===== config.mk =====
export PLATFORM = sky130hd
export DESIGN_NAME = answer_judge_flat
export DESIGN_NICKNAME = d
export VERILOG_FILES = /design/src/rtl/answer_judge_if.sv /design/src/rtl/answer_judge.sv /design/src/flat_wrapper.sv
export SDC_FILE = /design/constraint.sdc
export NUM_CORES = 1
export LEC_CHECK = 0
export ABC_AREA = 0
export BUFFER_PORTS_ARGS = -buffer_cell sky130_fd_sc_hd__buf_2
export CORE_ASPECT_RATIO = 1.25
export CORE_MARGIN = 2
export CORE_UTILIZATION = 57
export DETAILED_ROUTE_END_ITERATION = 7
export PLACE_DENSITY = 0.8
export REMOVE_ABC_BUFFERS = 1
export SKIP_CTS_REPAIR_TIMING = 1
export SLEW_MARGIN = 0
export SYNTH_ARGS = -nofsm -noshare
export SYNTH_HDL_FRONTEND = slang
export SYNTH_SLANG_ARGS = --single-unit

===== constraint.sdc =====
create_clock -name clk -period 3.7 [get_ports clk]
set_clock_uncertainty 0.2 [all_clocks]
set_input_delay 1.11 -clock clk [delete_from_list [all_inputs] [get_ports clk]]
set_output_delay 1.11 -clock clk [all_outputs]
set_load 0.1 [all_outputs]

===== src/rtl/answer_judge_if.sv =====
// Purpose: bundles the quiz-round control inputs and judge outputs of answer_judge.
// Latency: wires only; all timing lives in answer_judge.
// Backpressure: none; every signal is a level or a single-cycle pulse.
interface answer_judge_if #(
   parameter int unsigned SCORE_W = 8
);
   logic               start;
   logic               clearScores;
   logic [7:0]         target;
   logic               playerInputFlag;
   logic [1:0]         firstPlayerFlag;
   logic [7:0]         switchInput;
   logic               roundActive;
   logic [1:0]         winner;
   logic               winnerValid;
   logic               timeoutFlag;
   logic [3:0]         lockedOut;
   logic [SCORE_W-1:0] score0;
   logic [SCORE_W-1:0] score1;
   logic [SCORE_W-1:0] score2;
   logic [SCORE_W-1:0] score3;

   modport master (
      output start, clearScores, target, playerInputFlag, firstPlayerFlag, switchInput,
      input  roundActive, winner, winnerValid, timeoutFlag, lockedOut,
             score0, score1, score2, score3
   );

   modport slave (
      input  start, clearScores, target, playerInputFlag, firstPlayerFlag, switchInput,
      output roundActive, winner, winnerValid, timeoutFlag, lockedOut,
             score0, score1, score2, score3
   );
endinterface


===== src/rtl/answer_judge.sv =====
// Purpose: quiz round FSM; first unlocked buzzer is judged against the target, scores kept per player.
// Latency: score/winnerValid update two cycles after the buzz-edge cycle; timeout ROUND_CYCLES after entering ARMED.
// Backpressure: none; inputs are sampled every cycle, start is ignored while a round is running.
module answer_judge #(
   parameter int unsigned ROUND_CYCLES = 500000000,
   parameter int unsigned SCORE_W      = 8
) (
   input logic           clk,
   input logic           rst,
   answer_judge_if.slave bus
);
   localparam logic [31:0] LAST_CYCLE = 32'(ROUND_CYCLES - 1);

   typedef enum logic [1:0] {IDLE, ARMED, JUDGE, DONE} state_t;

   state_t             state;
   logic [31:0]        timer;
   logic [7:0]         target_q;
   logic               flag_prev;
   logic               round_active;
   logic [1:0]         winner_q;
   logic               winner_valid;
   logic               timeout_flag;
   logic [3:0]         locked_out;
   logic [SCORE_W-1:0] score_q [4];

   logic               buzz;
   logic [3:0]         winner_bit;
   logic [3:0]         locked_next;

   // Buzz detection and the lockout set that a wrong answer would produce.
   always_comb begin
      buzz        = bus.playerInputFlag && !flag_prev;
      winner_bit  = 4'b0001 << winner_q;
      locked_next = locked_out | winner_bit;
   end

   // Round FSM with registered outputs; clearScores is applied last so it beats a same-cycle match.
   always_ff @(posedge clk) begin
      if (rst) begin
         state        <= IDLE;
         timer        <= '0;
         target_q     <= '0;
         flag_prev    <= 1'b0;
         round_active <= 1'b0;
         winner_q     <= '0;
         winner_valid <= 1'b0;
         timeout_flag <= 1'b0;
         locked_out   <= '0;
         for (int i = 0; i < 4; i++) score_q[i] <= '0;
      end else begin
         // Tracked in every state so a button held before the round is not a buzz.
         flag_prev <= bus.playerInputFlag;

         case (state)
            IDLE, DONE: begin
               if (bus.start) begin
                  target_q     <= bus.target;
                  locked_out   <= '0;
                  winner_valid <= 1'b0;
                  timeout_flag <= 1'b0;
                  timer        <= '0;
                  round_active <= 1'b1;
                  state        <= ARMED;
               end
            end
            ARMED: begin
               if (timer != '1) timer <= timer + 32'd1;
               if (buzz && !locked_out[bus.firstPlayerFlag]) begin
                  winner_q <= bus.firstPlayerFlag;
                  state    <= JUDGE;
               end else if (timer >= LAST_CYCLE) begin
                  // >= so an expiry that fell inside JUDGE is caught on return.
                  timeout_flag <= 1'b1;
                  round_active <= 1'b0;
                  state        <= DONE;
               end
            end
            JUDGE: begin
               if (timer != '1) timer <= timer + 32'd1;
               if (bus.switchInput == target_q) begin
                  if (score_q[winner_q] != '1) score_q[winner_q] <= score_q[winner_q] + 1'b1;
                  winner_valid <= 1'b1;
                  round_active <= 1'b0;
                  state        <= DONE;
               end else begin
                  locked_out <= locked_next;
                  if (&locked_next) begin
                     timeout_flag <= 1'b1;
                     round_active <= 1'b0;
                     state        <= DONE;
                  end else begin
                     state <= ARMED;
                  end
               end
            end
            default: state <= IDLE;
         endcase

         if (bus.clearScores) begin
            for (int i = 0; i < 4; i++) score_q[i] <= '0;
         end
      end
   end

   assign bus.roundActive = round_active;
   assign bus.winner      = winner_q;
   assign bus.winnerValid = winner_valid;
   assign bus.timeoutFlag = timeout_flag;
   assign bus.lockedOut   = locked_out;
   assign bus.score0      = score_q[0];
   assign bus.score1      = score_q[1];
   assign bus.score2      = score_q[2];
   assign bus.score3      = score_q[3];
endmodule


===== src/flat_wrapper.sv =====
// flat-port wrapper written by rule: the top's interface ports become plain ports
module answer_judge_flat 
#(
   parameter int unsigned ROUND_CYCLES = 500000000,
   parameter int unsigned SCORE_W      = 8
)
  (clk, rst, bus_start, bus_clearScores, bus_target, bus_playerInputFlag, bus_firstPlayerFlag, bus_switchInput, bus_roundActive, bus_winner, bus_winnerValid, bus_timeoutFlag, bus_lockedOut, bus_score0, bus_score1, bus_score2, bus_score3);
  answer_judge_if #(.SCORE_W(SCORE_W)) bus_i ();
  input logic clk;
  input logic rst;
  input wire logic [$bits(bus_i.start)-1:0] bus_start;
  input wire logic [$bits(bus_i.clearScores)-1:0] bus_clearScores;
  input wire logic [$bits(bus_i.target)-1:0] bus_target;
  input wire logic [$bits(bus_i.playerInputFlag)-1:0] bus_playerInputFlag;
  input wire logic [$bits(bus_i.firstPlayerFlag)-1:0] bus_firstPlayerFlag;
  input wire logic [$bits(bus_i.switchInput)-1:0] bus_switchInput;
  output wire logic [$bits(bus_i.roundActive)-1:0] bus_roundActive;
  output wire logic [$bits(bus_i.winner)-1:0] bus_winner;
  output wire logic [$bits(bus_i.winnerValid)-1:0] bus_winnerValid;
  output wire logic [$bits(bus_i.timeoutFlag)-1:0] bus_timeoutFlag;
  output wire logic [$bits(bus_i.lockedOut)-1:0] bus_lockedOut;
  output wire logic [$bits(bus_i.score0)-1:0] bus_score0;
  output wire logic [$bits(bus_i.score1)-1:0] bus_score1;
  output wire logic [$bits(bus_i.score2)-1:0] bus_score2;
  output wire logic [$bits(bus_i.score3)-1:0] bus_score3;
  assign bus_i.start = bus_start;
  assign bus_i.clearScores = bus_clearScores;
  assign bus_i.target = bus_target;
  assign bus_i.playerInputFlag = bus_playerInputFlag;
  assign bus_i.firstPlayerFlag = bus_firstPlayerFlag;
  assign bus_i.switchInput = bus_switchInput;
  assign bus_roundActive = bus_i.roundActive;
  assign bus_winner = bus_i.winner;
  assign bus_winnerValid = bus_i.winnerValid;
  assign bus_timeoutFlag = bus_i.timeoutFlag;
  assign bus_lockedOut = bus_i.lockedOut;
  assign bus_score0 = bus_i.score0;
  assign bus_score1 = bus_i.score1;
  assign bus_score2 = bus_i.score2;
  assign bus_score3 = bus_i.score3;
  answer_judge #(.ROUND_CYCLES(ROUND_CYCLES), .SCORE_W(SCORE_W)) u_core (.clk(clk), .rst(rst), .bus(bus_i));
endmodule

== Word level (Yosys, flattened, before mapping) ==
Memory sizes are Yosys's and may differ from the RTL's. A register that Yosys moved wholly into a read port is not among the register bits.
Index checks and enable logic that the tools add are counted.
Storage, ports and cells
  flip-flop bits (word level): 52
  logic and storage cells: 116
  input bits: 23
  output and inout bits: 41
  memories kept: 1
  bits in writable memories: 32
Cells by class
  reductions and logical operators: 18
  bitwise logic cells: 17
  mux-type cells: 47
  $add $sub $neg: 2
  equality and inequality tests: 19
  shift operators: 1
  order comparisons: 2
Memories
  u_core.score_q: depth 4, width 8, rd ports 5, clocked after Yosys merged registers in 1, write ports 4, line answer_judge.sv:25  | logic [SCORE_W-1:0] score_q [4];
Operators by type and width (count)
  $mux W32: 2
  $pmux W32 S2: 1
  $mux W8: 5
  $add A32 B1 Y32 const B: 1
  $ge A32 B29 Y1 const B: 1
  $ne A32 B32 Y1 const B: 1
  $mux W1: 23
  $mux W2: 8
  $eq A2 B2 Y1 const B: 6
  $add A8 B1 Y8 const B: 1
  $and A1 B1 Y1: 8
  $eq A8 B8 Y1: 1
  $mux W4: 2
  $ne A2 B1 Y1 const B: 4
  $ne A8 B8 Y1 const B: 1
  $pmux W4 S2: 1
  $reduce_and A2 Y1: 4
  $reduce_and A4 Y1: 2
  $reduce_or A8 Y1: 1
  $ne A2 B2 Y1 const B: 3
  $ne A3 B1 Y1 const B: 2
  $pmux W1 S3: 2
  $pmux W2 S3: 1
  $reduce_and A3 Y1: 2
  14 further kinds: 23

== Depth between registers and ports, before layout ==
  word-level depth: 12
  gate-level depth with buffers: 9
  depth with buffers taken out: 8

== Worst setup path after synthesis ==
OpenSTA, ideal clock, no wires.
  kind: register -> register
  from: memory u_core.score_q[3][0]
  to: memory u_core.score_q[3][0], enable pin
  required time: 3.170 ns
  buffers on the path: 1
  cell stages (with the launch flop): 9
  setup time: 0.330 ns
  setup slack: 0.615 ns
  period minus slack after synthesis: 3.085 ns
  arrival: 2.555 ns
  cell sequence: edfxtp_1 mux4_2 ha_1 nand2_1 nor3_1 and4b_1 buf_2 nand3_4 nand2_1
RTL lines (line)
  start, declared: answer_judge.sv:25

==> impl_metrics.yaml <==
routing:
  wire_per_inst_um: 16.5
  wirelength_um: 9650
  vias_per_cell: 5.96
  drt_iter0_markers: 215
  postRouteAntennaNets: 0
  dr.pass1.iters: 5
  drc_errors: 0
  route.vias.total: 3484
synth:
  synth-adder-area-share_pct: 1.49
  synth_top_cell_by_area: "dfxtp_1"
  ys_ff_latch: 86
  synth_top_family_by_area: "simple AND/OR/NAND/NOR gates"
  synth_xor_area_share_pct: 8.95
  synth_top_area_share_pct: 25.7
  synth-compound-area-share_pct: 5.59
  ys_warn_count: 0
  seq_area_frac_synth_pct: 48.5
  syn_area_mm2: 0.00421
  synth_ff_type: "dfxtp_1"
  synth_edf_count: 32
  synthSimpleGateAreaFrac_pct: 27.1
  async_reset_ff_share_pct: 0
  synth_cell_types: 58
  avgSynthCellArea_um2: 9.90
  syn_inst: 425
  synthMuxAreaShare_pct: 5.80
  synthTopCellsByArea: "dfxtp_1 26%, edfxtp_1 23%, xnor2_1 7.5%"
timing:
  final_hold_viol_count: 0
  max_slew_margin_pct: 57.9
  fin_crit_sh_pct: 83.0
  fin_crit_ps: 3070
  fin_tns_setup_ps: 0
  setup_viol: 0
  grt_setup_unrepaired: "false"
  final-max-slew-violation-count: 0
  setup_ws_ps: 630
  worstMarginPinSlew_ps: 627
  clock.fmax_mhz: 326
global_routing:
  grtUsageTotal_pct: 24.7
  grt_max_degree: 31
  grt_pass1_wl_um: 15400
  grt_pass1_vias: 3314
  antenna_found_initial: 0
  gr-total-overflow: 0
placed_design:
  portBuffers: 63
  dp_hpwl_um: 7130
  gp_congestion: 0.923
  dpl_worst_slack_ps: 453
floorplan:
  die_h_um: 100
  ios: 64
  core_area_mm2: 0.00727
  die_w_um: 80.8
  initial_utilization_pct: 57.9
  dieArea_mm2: 0.00809
  rows: 35
worst_setup_path:
  crit_fanout: 9
  cp-start-kind: "flip-flop"
  path_class: "reg -> reg"
  end_kind: "flip-flop"
  crit_chain: "mux4_2 -> ha_1 -> nand2_1 -> nor3_1 -> and4b_1 -> nand2_2 -> nand2_1"
  crit_slowest_cell: "mux4_2"
  cp.required_ps: 3540
  cp_common_cell: "nand2_1"
  reg2regPathDepth: 7
  cp.arrival_ps: 2910
  slowest_delay_ps: 660
final_layout:
  seqCellArea_mm2: 0.00204
  nFillCells: 584
  drive_gt1_share_pct: 21.9
  final_cell_mix: "79 x nor2_1, 63 x buf_2, 54 x dfxtp_1, 37 x nand2_1, 36 x xnor2_1"
  multi_input_area_mm2: 0.00206
  antenna_cells: 0
  fin_nets: 516
  final_common_cell: "nor2_1"
  area_growth_pct: 13.5
cts:
  clock_sinks: 86
  cts_buffers: 9
  htreeDepth: 3
  clock_path_buffers: 2
  path_clk_slew_ps: 100
  tritoncts: "done"
  clock-root-buffer: "clkbuf_8"
  clk_latency_ps: 360
pwr:
  power_density_mw_per_mm2: 503
  static-leakage-power_nw: 1.76
  ir_drop_v: 0.000385
worst_hold_path:
  holdPathStages: 2
  hold_class: "reg -> reg"
status:
  status: "complete, no violations"
job:
  drv_cap: 0
-- Yosys cell counts, types with 8 or more instances --
| cell type | count |
|---|---|
| xnor2_1 | 36 |
| nand3_1 | 16 |
| clkbuf_1 | 12 |
| nor3_1 | 16 |
| nand2_1 | 37 |
| dfxtp_1 | 54 |
| mux4_2 | 9 |
| a21oi_1 | 15 |
| nand2b_1 | 8 |
| nand4_1 | 12 |
| nor2_1 | 79 |
| nor4_1 | 11 |
| edfxtp_1 | 32 |
-- per-stage QoR --
step                      hold WS, ps  std cells  total power [mW]  cell area (µm²)  utilization, %
after floorplan                   243        408              1.63             4120               -
after global placement            259        569              1.79             4600            63.2
after detailed placement          263        569              1.80             4600            63.2
after CTS                         279        585              2.41             4780            65.7
after global routing              300        585              2.50             4780            65.7
final                             274        585              2.40             4780            65.7
-- cell type report --
cell class | count | share of cell area [%]
Clock buffer | 9 | 2.59
Clock inverter | 7 | 1.15
Inverter | 6 | 0.472
Multi-Input combinational cell | 316 | 43.1
Sequential cell | 86 | 42.8
Tap cell | 92 | 2.41
Timing Repair Buffer | 69 | 7.55
-- critical path: cells and delay by family, from the launching register on --
kind | cells | cell delay (ps)
DFF | 1 | 530
adders and majority gates | 1 | 270
and+or+nand+nor | 5 | 1080
muxes | 1 | 660
-- registers in the layout (all words and copies together) (netlist names), 2 cells and up, named ones only --
signal	flops
u_core.bus.winner	2
u_core.timer	32
u_core.target_q	8
u_core.bus.lockedOut	4
u_core.state	2
u_core.score_q	32
-- power breakdown --
part | total (mW) | switching (mW) | internal (mW)
clock network | 0.618 | 0.367 | 0.251
registers | 1.10 | 0.0591 | 1.04
logic | 0.683 | 0.494 | 0.189
-- layer usage --
metal,track usage (%),wire [µm]
met3,5.22,609
met1,29.8,3780
met2,41.2,4990
met4,12.9,272
met5,0,0
-- cell families after synthesis --
family | Yosys count
AOI/OAI and AO/OA | 37
xor gates and xnor gates | 43
adders and majority gates | 5
buffers and inverters | 23
DFF | 86
muxes | 13
and+or+nand+nor | 218
-- worst paths after layout --
path	start	endpoint	slack (ps)
worst min-delay path	u_core.bus.roundActive	u_core.bus.roundActive	270
worst max register to register	flip-flop	u_core.score_q[1][4]	630
worst max-delay path	flip-flop	u_core.score_q[1][4]	630
worst min register to register	u_core.bus.roundActive	u_core.bus.roundActive	270
(Power assumes the default switching activity.)
